**src/rtl/projectile_bank.sv**
```systemverilog
// Bank of NUM_PROJ projectile slots: launch on fire, move up on tick, retire on hit or top edge.
// Optional PROJ_AUTOFIRE_EN: launch on fire level instead of fire rising edge.
module projectile_bank #(
  parameter int NUM_PROJ = 4,
  parameter int COORD_W  = 10,
  parameter int STEP     = 4,
  parameter int Y_START  = 440,
  parameter int Y_TOP    = 8,
  parameter int COOLDOWN = 6
) (
  input  logic                          clk,
  input  logic                          rst,
  input  logic                          tick,
  input  logic [COORD_W-1:0]            ship_xcoord,
  input  logic                          db_fire,
  input  logic                          hit_valid,
  input  logic [2:0]                    hit_idx,
  output logic [NUM_PROJ-1:0]           proj_active,
  output logic [NUM_PROJ*COORD_W-1:0]   proj_xcoord,
  output logic [NUM_PROJ*COORD_W-1:0]   proj_ycoord,
  output logic                          fire_accepted,
  output logic                          slots_full
);

  localparam int CD_W = (COOLDOWN < 1) ? 1 : $clog2(COOLDOWN + 1);
  localparam logic [COORD_W-1:0] STEP_C     = COORD_W'(STEP);
  localparam logic [COORD_W-1:0] Y_START_C  = COORD_W'(Y_START);
  localparam logic [COORD_W-1:0] MOVE_MIN   = COORD_W'(Y_TOP + STEP);
  localparam logic [CD_W-1:0]    COOLDOWN_C = CD_W'(COOLDOWN);

  logic [COORD_W-1:0] x_q [NUM_PROJ];
  logic [COORD_W-1:0] y_q [NUM_PROJ];
  logic [NUM_PROJ-1:0] active_q;
  logic [CD_W-1:0]     cooldown_q;
  logic                fire_prev;
  logic                armed;
  logic                launch_req;
  logic                free_found;
  logic [2:0]          free_idx;
  logic                accept;

  // armed blocks a fire level held across reset release from counting as an edge
`ifdef PROJ_AUTOFIRE_EN
  assign launch_req = db_fire;
`else
  assign launch_req = db_fire & ~fire_prev & armed;
`endif

  always_comb begin
    free_found = 1'b0;
    free_idx   = 3'd0;
    for (int i = NUM_PROJ - 1; i >= 0; i--) begin
      if (!active_q[i]) begin
        free_found = 1'b1;
        free_idx   = 3'(i);
      end
    end
  end

  assign accept = launch_req & free_found & (cooldown_q == '0);

  always_ff @(posedge clk or negedge rst) begin
    if (!rst) begin
      active_q      <= '0;
      cooldown_q    <= '0;
      fire_prev     <= 1'b0;
      armed         <= 1'b0;
      fire_accepted <= 1'b0;
      for (int i = 0; i < NUM_PROJ; i++) begin
        x_q[i] <= '0;
        y_q[i] <= '0;
      end
    end else begin
      fire_prev     <= db_fire;
      fire_accepted <= accept;
      if (!db_fire) armed <= 1'b1;

      if (accept)
        cooldown_q <= COOLDOWN_C;
      else if (tick && cooldown_q != '0)
        cooldown_q <= cooldown_q - 1'b1;

      // launch wins on a free slot; hit outranks movement on a live one
      for (int i = 0; i < NUM_PROJ; i++) begin
        if (accept && free_idx == 3'(i)) begin
          active_q[i] <= 1'b1;
          x_q[i]      <= ship_xcoord;
          y_q[i]      <= Y_START_C;
        end else if (active_q[i]) begin
          if (hit_valid && hit_idx == 3'(i)) begin
            active_q[i] <= 1'b0;
            x_q[i]      <= '0;
            y_q[i]      <= '0;
          end else if (tick) begin
            if (y_q[i] >= MOVE_MIN) begin
              y_q[i] <= y_q[i] - STEP_C;
            end else begin
              active_q[i] <= 1'b0;
              x_q[i]      <= '0;
              y_q[i]      <= '0;
            end
          end
        end
      end
    end
  end

  for (genvar g = 0; g < NUM_PROJ; g++) begin : g_pack
    assign proj_xcoord[g*COORD_W +: COORD_W] = x_q[g];
    assign proj_ycoord[g*COORD_W +: COORD_W] = y_q[g];
  end

  assign proj_active = active_q;
  assign slots_full  = &active_q;

endmodule
```
**config.mk**
```make
export PLATFORM = sky130hd
export DESIGN_NAME = projectile_bank
export DESIGN_NICKNAME = d
export VERILOG_FILES = /design/src/rtl/projectile_bank.sv
export SDC_FILE = /design/constraint.sdc
export NUM_CORES = 1
export LEC_CHECK = 0
export CORE_AREA = 5 5 98 100
export CTS_CLUSTER_DIAMETER = 150
export DETAILED_ROUTE_END_ITERATION = 8
export DIE_AREA = 0 0 103 105
export PLACE_DENSITY = 0.81
export SLEW_MARGIN = 20
export SYNTH_ARGS = -nofsm -noshare
export SYNTH_HDL_FRONTEND = slang
export SYNTH_SLANG_ARGS = --single-unit
```
**constraint.sdc**
```tcl
create_clock -name clk -period 2 [get_ports clk]
set_input_delay 0.2 -clock clk [delete_from_list [all_inputs] [get_ports clk]]
set_output_delay 0.2 -clock clk [all_outputs]
set_load 0.01 [all_outputs]
```
==> results by group <==
CTS
  – Later-pin clock latency in the skew report: approximately 0.36 ns
  – Clock sink total: just over 80
  – Clk buf depth: 2
  – Num CTS Buffers: 9
  – CTS tree: yes
  – CTS root buffer: clkbuf_8
  – Worst-path clk slew: 0.10 ns
  – H-Tree Depth: 3

Drt
  – DR pass1 iterations: 5
  – WL/cell: 18.35 um
  – Final ANT Viol Nets: 0
  – DRC violations left: 0
  – DR vias: roughly 3600
  – Routed wire length: 11270 um
  – Routed vias/inst: 5.902
  – Detailed Route Iter0 Violations: 232

Place
  – Dpl ws: -0.1265 ns
  – Placed Area: 0.005373 mm2
  – GP Congestion: 0.9344
  – DP Cell Count: around 600
  – HPWL after DPL: approximately 8200 um
  – Port Buf Inserts: 95

Global routing
  – Largest net degree at the start of global routing: 57
  – GRT overflow: 0
  – Total GRT Usage: between 20% and 30%
  – First-pass GRT wire length: around 19000 um
  – Initial antenna violation count: 0
  – Vias in the first global route: approximately 3800

Die
  – Core outline area: 0.008593 mm2
  – Die Area: 0.01082 mm2
  – Ports: 104
  – Chip width: 103 um
  – Rows: 34
  – Starting Density: a little under half
  – Overall die height: 105 um

Critical path
  – Critical path required time: 2.27 ns
  – Slowest cell on crit path: dfrtp_1
  – CP most frequent cell: buf_4
  – Type of element capturing the critical path: flop
  – R2r endpoint: proj_ycoord[38]
  – Max incr delay on CP: about 0.40 ns
  – Critical R2R Launch: cooldown_q[0]
  – Data arrival time of the critical path: 2.20 ns
  – Critical path launch point type: flop
  – Critical path type: reg -> reg
  – Reg2reg setup slack: 0.07 ns
  – Crit-path cells: inv_1 -> ha_2 -> buf_4 -> nand4bb_4 -> nor4_4 -> buf_4 -> a41oi_1 -> a22oi_1
  – Worst Reg2Reg Path Length in Cells: 8
  – Worst-path maximum fanout: 16

Finish
  – Non-Filler Instances: ~610
  – Layout Area Growth over Synthesis: 36.74%
  – Post-route cell area: roughly 0.0056 mm2
  – Register area: 0.002056 mm2
  – Ant. Diodes: 0
  – Layout cells sized above 1: 16.21%
  – Fill cells: 675
  – Multi-input gate area: 0.001897 mm2
  – Final #Nets: 529
  – Final core area utilization: between 60% and 70%

Run status
  – Status: finished, final reports clean

Timing
  – Highest Clock Rate: 519.3 MHz
  – Post-route setup slack: 0.07417 ns
  – RSZ-0062 raised after global routing: yes
  – Setup violators final: 0
  – Actual slew at the worst max-slew pin: between 0.5 and 0.6 ns
  – Period minus WS final: approximately 1.9 ns
  – Crit share post-route: 96.29%
  – Layout Skew: 0.01168 ns
  – Fin. max-slew vios: 0
  – Max-Slew Margin vs Limit: between 60% and 70%
  – Final Hold Vio Count: 0

Yosys
  – Post-synthesis compound-gate area fraction: 23.48%
  – Yosys top cell area share: 50.00%
  – Cells after synthesis: roughly 370
  – Post-Synth Adder-Cell Area: 3.049%
  – FFs w/ async S/R, synth: 100.0%
  – Sequential area share after synthesis: 50.00%
  – Syn Std Cell Area: 0.004104 mm2
  – Area leader, netlist: dfrtp_1
  – Post-synth top cells: dfrtp_1, a22o_1, nand2_1
  – Simple-gate share of the synthesized area: around 17%
  – Main combinational cell family by area after synthesis: compound AO/OA/AOI/OAI gates
  – Multiplexer share of the synthesized area: less than 1%
  – Yosys reg bits: 82
  – Post-synth EDFFs: 0
  – Ys flop type: dfrtp_1
  – Synth unique cells: about 70
  – Synth top area cells: dfrtp_1, a22o_1, ha_1, a21oi_1, nand2_1
  – XOR/XNOR Fraction of Synth Area: 0.4268%
  – Syn Area/Cell: 11.03 um2
  – Count leader, synth: dfrtp_1
  – YS warnings: 0

Hold path
  – Tightest Hold Check Type: in -> async

Power
  – Max VDD drop: 0.0007394 V
  – Cell Pwr Density: 1184 mW/mm2
  – Pleak: 2.509 nW

Job
  – Total of max-cap violations: 0
-- kinds of logic after synthesis --
kind of cell / after synthesis
buf+inv: 40
mux: 4
compound gates: 129
flops: 82
fa+ha+maj: 10
simple gates: 104
other cells: 1
xor+xnor: 2
-- sequential cells by signal, summed over array words and instances (netlist names) --
| signal | cells |
|---|---|
| fire_accepted | 1 |
| fire_prev | 1 |
| armed | 1 |
| proj_ycoord | 32 |
| cooldown_q | 3 |
| proj_active | 4 |
| proj_xcoord | 40 |
-- layout make-up --
class | count | area share (%)
sequential | 82 | 36.63
multi-input combinational | 257 | 33.80
timing repair buffer | 132 | 22.18
tap | 108 | 2.408
clock buffer | 9 | 2.207
clock inverter | 7 | 1.494
inverter | 19 | 1.271
-- worst max-delay path by stage --
stage                 endpoint  slack, ns            start
2_1_floorplan  proj_xcoord[20]       0.21  proj_ycoord[22]
3_3_place_gp   proj_xcoord[39]      -0.06       hit_idx[2]
3_5_place_dp   proj_xcoord[33]      -0.13       hit_idx[2]
4_1_cts             slots_full      0.008   proj_active[2]
5_1_grt        proj_ycoord[38]      -0.02    cooldown_q[0]
6_report       proj_ycoord[38]       0.07    cooldown_q[0]
-- timing repair --
item | in CTS | in global routing
setup endpoints to repair | 1 | 23
gates resized for setup | 2 | 7
hold buffers | 1 | 0
endpoints found under the hold margin | 26 | 0
cloned | 0 | 0
setup buffers | 0 | 0
-- worst max-delay path, delay by kind of cell (launching register included) --
family	cells	cell delay, ns
fa+ha+maj	1	0.21
simple gates	2	0.46
buf+inv	3	0.53
compound gates	2	0.25
flops	1	0.40
-- metal layers --
| layer | GRT usage [%] | up-vias | share of wire, % |
|---|---|---|---|
| li1 | - | 1668 | - |
| met1 | 28.88 | 1794 | 44 |
| met2 | 34.33 | 145 | 47 |
| met3 | 5.130 | 17 | 7.4 |
| met4 | 6.846 | 0 | 1.6 |
| met5 | 0 | - | 0 |
-- metrics by stage --
stage	power (mW)	hold WS [ns]	TNS (ns)
floorplan	3.926	-0.09559	0
global placement	5.279	0.1279	-0.5123
detailed placement	5.357	0.1349	-1.600
CTS	6.644	0.2893	0
global route	7.050	0.3293	-0.02344
finish	6.642	0.2931	0
-- report_power, final --
| part | total, mW | internal, mW | switching (mW) |
|---|---|---|---|
| sequential | 2.61 | 2.11 | 0.500 |
| combinational | 2.76 | 1.49 | 1.27 |
| clock | 1.27 | 0.601 | 0.672 |
| total | 6.64 | 4.20 | 2.44 |
-- placed cells by master, fill, tap and decap left out, types with 3 or more instances in the layout --
cell	count
ha_1	9
o21ai_1	8
nor2_1	12
a21o_1	3
nand3b_1	3
a21boi_0	3
o21a_1	3
inv_6	3
nand4_1	4
nor4_4	3
a41oi_1	3
conb_1	8
o211ai_1	4
nor4_2	3
or3_1	7
dfrtp_1	79
o21ai_0	13
buf_4	35
inv_1	17
a211o_1	6
a21oi_1	17
nand2_1	20
clkbuf_8	9
a31oi_1	3
a22o_1	40
mux2i_1	4
nor4_1	3
nand3_1	8
nor3_1	13
clkdlybuf4s50_1	94
dfrtp_2	3
Power figures use the tool's default switching activity.
